### src/rtl/vram_pkg.sv
// Shared types for the VRAM arbiter: width defaults, FSM encodings and the grant enum.
package vram_pkg;

  localparam int unsigned AW_DEF = 17;
  localparam int unsigned FW_DEF = 12;

  typedef enum logic [1:0] {
    C_IDLE = 2'd0,
    C_WAIT = 2'd1,
    C_ACK  = 2'd2
  } cpu_state_e;

  typedef enum logic {
    F_IDLE = 1'b0,
    F_RUN  = 1'b1
  } fill_state_e;

  typedef enum logic [1:0] {
    G_NONE = 2'd0,
    G_VID  = 2'd1,
    G_CPU  = 2'd2,
    G_FILL = 2'd3
  } grant_e;

endpackage

### src/rtl/vram_fill.sv
// Block-fill engine: walks an address range writing a constant byte, one write per granted cycle.
// Instantiated by vram_arbiter only when VRAM_FILL_EN is defined.
module vram_fill
  import vram_pkg::*;
#(
  parameter int unsigned AW = AW_DEF,
  parameter int unsigned FW = FW_DEF
) (
  input  logic          clock_i,
  input  logic          reset_i,
  input  logic          start_i,
  input  logic          grant_i,
  input  logic [AW-1:0] base_i,
  input  logic [FW-1:0] count_i,
  input  logic [7:0]    value_i,
  output logic          busy_o,
  output logic          done_o,
  output logic [AW-1:0] address_o,
  output logic [7:0]    wdata_o
);

  fill_state_e   state_q, state_d;
  logic [AW-1:0] addr_q, addr_d;
  logic [FW-1:0] cnt_q, cnt_d;
  logic [7:0]    val_q, val_d;
  logic          done_q, done_d;

  always_ff @(posedge clock_i) begin
    if (reset_i) begin
      state_q <= F_IDLE;
      addr_q  <= '0;
      cnt_q   <= '0;
      val_q   <= '0;
      done_q  <= 1'b0;
    end else begin
      state_q <= state_d;
      addr_q  <= addr_d;
      cnt_q   <= cnt_d;
      val_q   <= val_d;
      done_q  <= done_d;
    end
  end

  // Address wraps naturally at 2^AW; done is raised on the edge of the last write.
  always_comb begin
    state_d = state_q;
    addr_d  = addr_q;
    cnt_d   = cnt_q;
    val_d   = val_q;
    done_d  = 1'b0;
    case (state_q)
      F_IDLE: begin
        if (start_i) begin
          addr_d = base_i;
          cnt_d  = count_i;
          val_d  = value_i;
          if (count_i == FW'(0)) done_d = 1'b1;
          else                   state_d = F_RUN;
        end
      end
      F_RUN: begin
        if (grant_i) begin
          addr_d = addr_q + AW'(1);
          cnt_d  = cnt_q - FW'(1);
          if (cnt_q == FW'(1)) begin
            state_d = F_IDLE;
            done_d  = 1'b1;
          end
        end
      end
      default: state_d = F_IDLE;
    endcase
  end

  assign busy_o    = (state_q == F_RUN);
  assign done_o    = done_q;
  assign address_o = addr_q;
  assign wdata_o   = val_q;

endmodule

### src/rtl/vram_arbiter.sv
// Single-port VRAM arbiter: fixed priority video > CPU > fill, CPU handshake FSM.
// Fill engine compiled in only when VRAM_FILL_EN is defined.
module vram_arbiter
  import vram_pkg::*;
#(
  parameter int unsigned AW = AW_DEF,
  parameter int unsigned FW = FW_DEF
) (
  input  logic          clock,
  input  logic          reset,
  input  logic          vid_req,
  input  logic [AW-1:0] vid_address,
  output logic          vid_valid,
  output logic [7:0]    vid_data,
  input  logic          cpu_req,
  input  logic          cpu_we,
  input  logic [AW-1:0] cpu_address,
  input  logic [7:0]    cpu_wdata,
  output logic          cpu_ack,
  output logic [7:0]    cpu_rdata,
  input  logic          fill_start,
  input  logic [AW-1:0] fill_base,
  input  logic [FW-1:0] fill_count,
  input  logic [7:0]    fill_value,
  output logic          fill_busy,
  output logic          fill_done,
  output logic [AW-1:0] mem_address,
  output logic          mem_we,
  output logic [7:0]    mem_wdata,
  input  logic [7:0]    mem_rdata
);

  cpu_state_e    cpu_q, cpu_d;
  grant_e        grant;
  logic          cpu_pending;
  logic          vid_valid_q;
  logic          fill_req;
  logic          fill_gnt;
  logic [AW-1:0] fill_addr;
  logic [7:0]    fill_wdata;

  assign fill_gnt = (grant == G_FILL);

`ifdef VRAM_FILL_EN
  vram_fill #(
    .AW (AW),
    .FW (FW)
  ) u_fill (
    .clock_i   (clock),
    .reset_i   (reset),
    .start_i   (fill_start),
    .grant_i   (fill_gnt),
    .base_i    (fill_base),
    .count_i   (fill_count),
    .value_i   (fill_value),
    .busy_o    (fill_busy),
    .done_o    (fill_done),
    .address_o (fill_addr),
    .wdata_o   (fill_wdata)
  );
  assign fill_req = fill_busy;
`else
  logic unused_fill;
  assign unused_fill = ^{fill_start, fill_base, fill_count, fill_value, fill_gnt};
  assign fill_req    = 1'b0;
  assign fill_addr   = '0;
  assign fill_wdata  = '0;
  assign fill_busy   = 1'b0;
  assign fill_done   = 1'b0;
`endif

  // A CPU access is pending on a fresh request in C_IDLE or while parked in C_WAIT.
  assign cpu_pending = (cpu_q == C_WAIT) || ((cpu_q == C_IDLE) && cpu_req);

  always_comb begin
    grant = G_NONE;
    if (!reset) begin
      if (vid_req)          grant = G_VID;
      else if (cpu_pending) grant = G_CPU;
      else if (fill_req)    grant = G_FILL;
    end
  end

  always_comb begin
    mem_address = '0;
    mem_we      = 1'b0;
    mem_wdata   = '0;
    case (grant)
      G_VID:  mem_address = vid_address;
      G_CPU: begin
        mem_address = cpu_address;
        mem_we      = cpu_we;
        mem_wdata   = cpu_wdata;
      end
      G_FILL: begin
        mem_address = fill_addr;
        mem_we      = 1'b1;
        mem_wdata   = fill_wdata;
      end
      default: ;
    endcase
  end

  always_ff @(posedge clock) begin
    if (reset) begin
      cpu_q       <= C_IDLE;
      vid_valid_q <= 1'b0;
    end else begin
      cpu_q       <= cpu_d;
      vid_valid_q <= (grant == G_VID);
    end
  end

  // cpu_req is not looked at in C_ACK, so a request held through the ack is serviced once.
  always_comb begin
    cpu_d = cpu_q;
    case (cpu_q)
      C_IDLE: if (cpu_req) cpu_d = (grant == G_CPU) ? C_ACK : C_WAIT;
      C_WAIT: if (!vid_req) cpu_d = C_ACK;
      C_ACK:  cpu_d = C_IDLE;
      default: cpu_d = C_IDLE;
    endcase
  end

  assign cpu_ack   = (cpu_q == C_ACK);
  assign cpu_rdata = cpu_ack ? mem_rdata : 8'h00;
  assign vid_valid = vid_valid_q;
  assign vid_data  = mem_rdata;

endmodule

### config.mk
export PLATFORM = sky130hd
export DESIGN_NAME = vram_arbiter
export DESIGN_NICKNAME = d
export VERILOG_FILES = /design/src/rtl/vram_pkg.sv /design/src/rtl/vram_fill.sv /design/src/rtl/vram_arbiter.sv
export SDC_FILE = /design/constraint.sdc
export NUM_CORES = 1
export LEC_CHECK = 0
export BUFFER_PORTS_ARGS = -buffer_cell sky130_fd_sc_hd__buf_2
export CORE_MARGIN = 4
export CORE_UTILIZATION = 22
export CTS_BUF_LIST = sky130_fd_sc_hd__clkbuf_16
export DETAILED_ROUTE_END_ITERATION = 7
export HOLD_SLACK_MARGIN = 0.05
export PLACE_DENSITY = 0.95
export SYNTH_ARGS = -nofsm -noshare
export SYNTH_HDL_FRONTEND = slang
export SYNTH_SLANG_ARGS = --single-unit
### constraint.sdc
create_clock -name clock -period 1.8 [get_ports clock]
set_input_delay 0.27 -clock clock [delete_from_list [all_inputs] [get_ports clock]]
set_output_delay 0.27 -clock clock [all_outputs]
set_load 0.01 [all_outputs]
==> run summary <==
CP max stage cell - nor2_4
Slowest Stage Delay on Critical Path - 440 ps
DP Cell Count - 173
met2 WL - 1430 microns
hold_sp - reset
Core ar. - 2250 sq um
dpl cell area - 935 sq um
synth warn - 0
FF-to-FF End - cpu_q[1]
power density cells - 610 nW/um^2
wl on met1 - 757 microns
Reg clk slew, reported paths - 30 ps
GPL Wtd Cong - 0.748
synthesized cell area - 532 sq um
Antenna Violating Nets Remaining - 0
vias in the first global route - 847
Seq/Total Area, Yosys - 0.113
status - finished clean
Leak Pwr - 0.000649 uW
FP Rows - 17
all-layer global routing usage - 0.155
Setup CP Type - in -> out
gr ovfl total - 0
DPL Wire Length - 2200 microns
area growth from synthesis to layout - 92.2%
htree depth - 1
crit path buf inv count - 3
Worst EP required - 1530 ps
fin crit share - 0.899
Critical Path Source Type - input pin
CTS sink count - 3
initial DRC count - 59
fin cells - 177
Synth cell types - 16
Avg Synthesized Cell Area - 8.58 sq um
most used cell, CP - buf_2
Max Root-Sink Buffers - 2
Setup Skew - 0.0331 ps
met3 wire length - 414 microns
Finished Core Util - 0.453
port bufs - 98
n_diodes - 0
crit end category - output pin
WL/cell - 14.9 microns
largest net degree at the start of global routing - 29
I/O pin count - 139
minimum clock period - 1620 ps
Die Wd - 57.2 microns
Via-to-Cell Ratio - 4.79
CP arrival - 1350 ps
min-delay worst type - in -> reg
Worst R2R Setup Slack - 860 ps
Peak VDD IR - 0.000323 V
hold_buf cts - 0
Critical Path Fanout Max - 27
Die Span Y - 57.2 microns
hold endpoint - vid_valid
final instance area - 1020 sq um
CP top delay family - simple AND/OR/NAND/NOR gates
Slew Limit Fails - 0
Reg2Reg Launch Point - cpu_q[1]
Total Wirelength - 2650 microns
drt first pass iters - 4
hold path depth - 2
Worst Setup SP - vid_req
DRC Markers - 0
initial antenna violation count - 0
global-route wire length before repair - 3950 microns
die area - 3270 sq um
RSZ-0062 raised after global routing - no
Final setup viols - 0
CTS Buf Count - 3
Max Used Layer - met4
worst r2r path cells - 2
Yosys reg bits - 3
Clock Tree Root - clkbuf_16
Initial Util - 0.236
clk_lat worst skew - 220 ps
layout cells sized above 1 - 0.725
post-layout net count - 243
Via Count - 848
max_cap viols - 0
cell count after synthesis - 62
CTS tree - yes
endpoints failing hold - 0
worst-case headroom to the max-slew limit - 0.515
worst path cell trace - buf_2 -> buf_4 -> nor2_4 -> a32o_1 -> buf_2
f_max - 618 MHz
worst slew pin tran - 724 ps
## area by class of cell
class	count	area, sq um
clock buffer	3	75.1
fill	255	1230
multi-input combinational	42	343
timing repair buffer	100	505
tap	28	35.0
clock inverter	1	3.75
sequential	3	60.1
## layer usage
metal | vias to the layer above | track usage
li1 | 400 | -
met1 | 376 | 0.137
met2 | 68 | 0.307
met3 | 4 | 0.0588
met4 | 0 | 0.0662
met5 | - | 0
## worst max path at each step
stage	endpoint	slack [ps]	cells past startpoint
floorplan	mem_address[10]	550	4
CTS	mem_address[6]	20	3
global placement	mem_address[6]	-170	4
detailed placement	mem_address[6]	-220	4
finish	mem_address[6]	180	5
global route	mem_address[4]	90	5
## logic make-up (layout without fill, tap and decap cells)
group | count (synthesis) | after routing | synth area share
other | 1 | 2 | 0.00705
buffers and inverters | 18 | 104 | 0.266
DFF | 3 | 3 | 0.113
AOI/OAI and AO/OA | 18 | 18 | 0.339
and+or+nand+nor | 22 | 22 | 0.275
## power breakdown
group / leakage (uW) / total [uW] / switching [uW] / internal, uW
combinational: 0.000582 / 210 / 104 / 106
clock: 0.0000423 / 342 / 55.6 / 286
sequential: 0.0000248 / 71.7 / 1.32 / 70.4
total: 0.000649 / 623 / 161 / 462
## state kept, by name, indices dropped and copies added (netlist names)
register   count
vid_valid      1
cpu_q          2
## what timing repair did
item	CTS	global route
setup buffers	0	0
endpoints found under the setup margin	26	22
resized for setup	2	1
## cells in the mapped netlist, drive strengths merged
cell type | count | area (sq um)
nor2b | 1 | 6.26
o21ba | 1 | 10.0
clkbuf | 3 | 12.5
and2b | 1 | 8.76
a32o | 17 | 170
and2 | 10 | 62.6
buf | 15 | 129
and3 | 9 | 57.6
nor2 | 1 | 11.3
conb | 1 | 3.75
dfxtp | 3 | 60.1
## placed cells by master, fill, tap and decap left out
master and instances:
and2_1 10, buf_4 2, and3_1 8, dfxtp_1 3
and2b_2 1, inv_1 1, and3_2 1, nor2_4 1
buf_2 98, nor2b_2 1, a32o_1 17, conb_1 2
o21ba_4 1, clkbuf_16 3
## worst reg2reg max path, cell delays in order, from the launching register on
cell	delay [ps]
dfxtp_1	300
o21ba_4	410
and2_1	180
## metrics by stage
stage | TNS [ps] | setup WS, ps | hold slack [ps] | total power, uW
3_5_place_dp | -2890 | -217 | 681 | 281
6_report | 0 | 183 | 379 | 623
2_1_floorplan | 0 | 546 | 574 | 194
5_1_grt | 0 | 86.6 | 395 | 659
3_3_place_gp | -2240 | -168 | 671 | 277
4_1_cts | 0 | 17.0 | 375 | 629
Power figures use the tool's default switching activity.
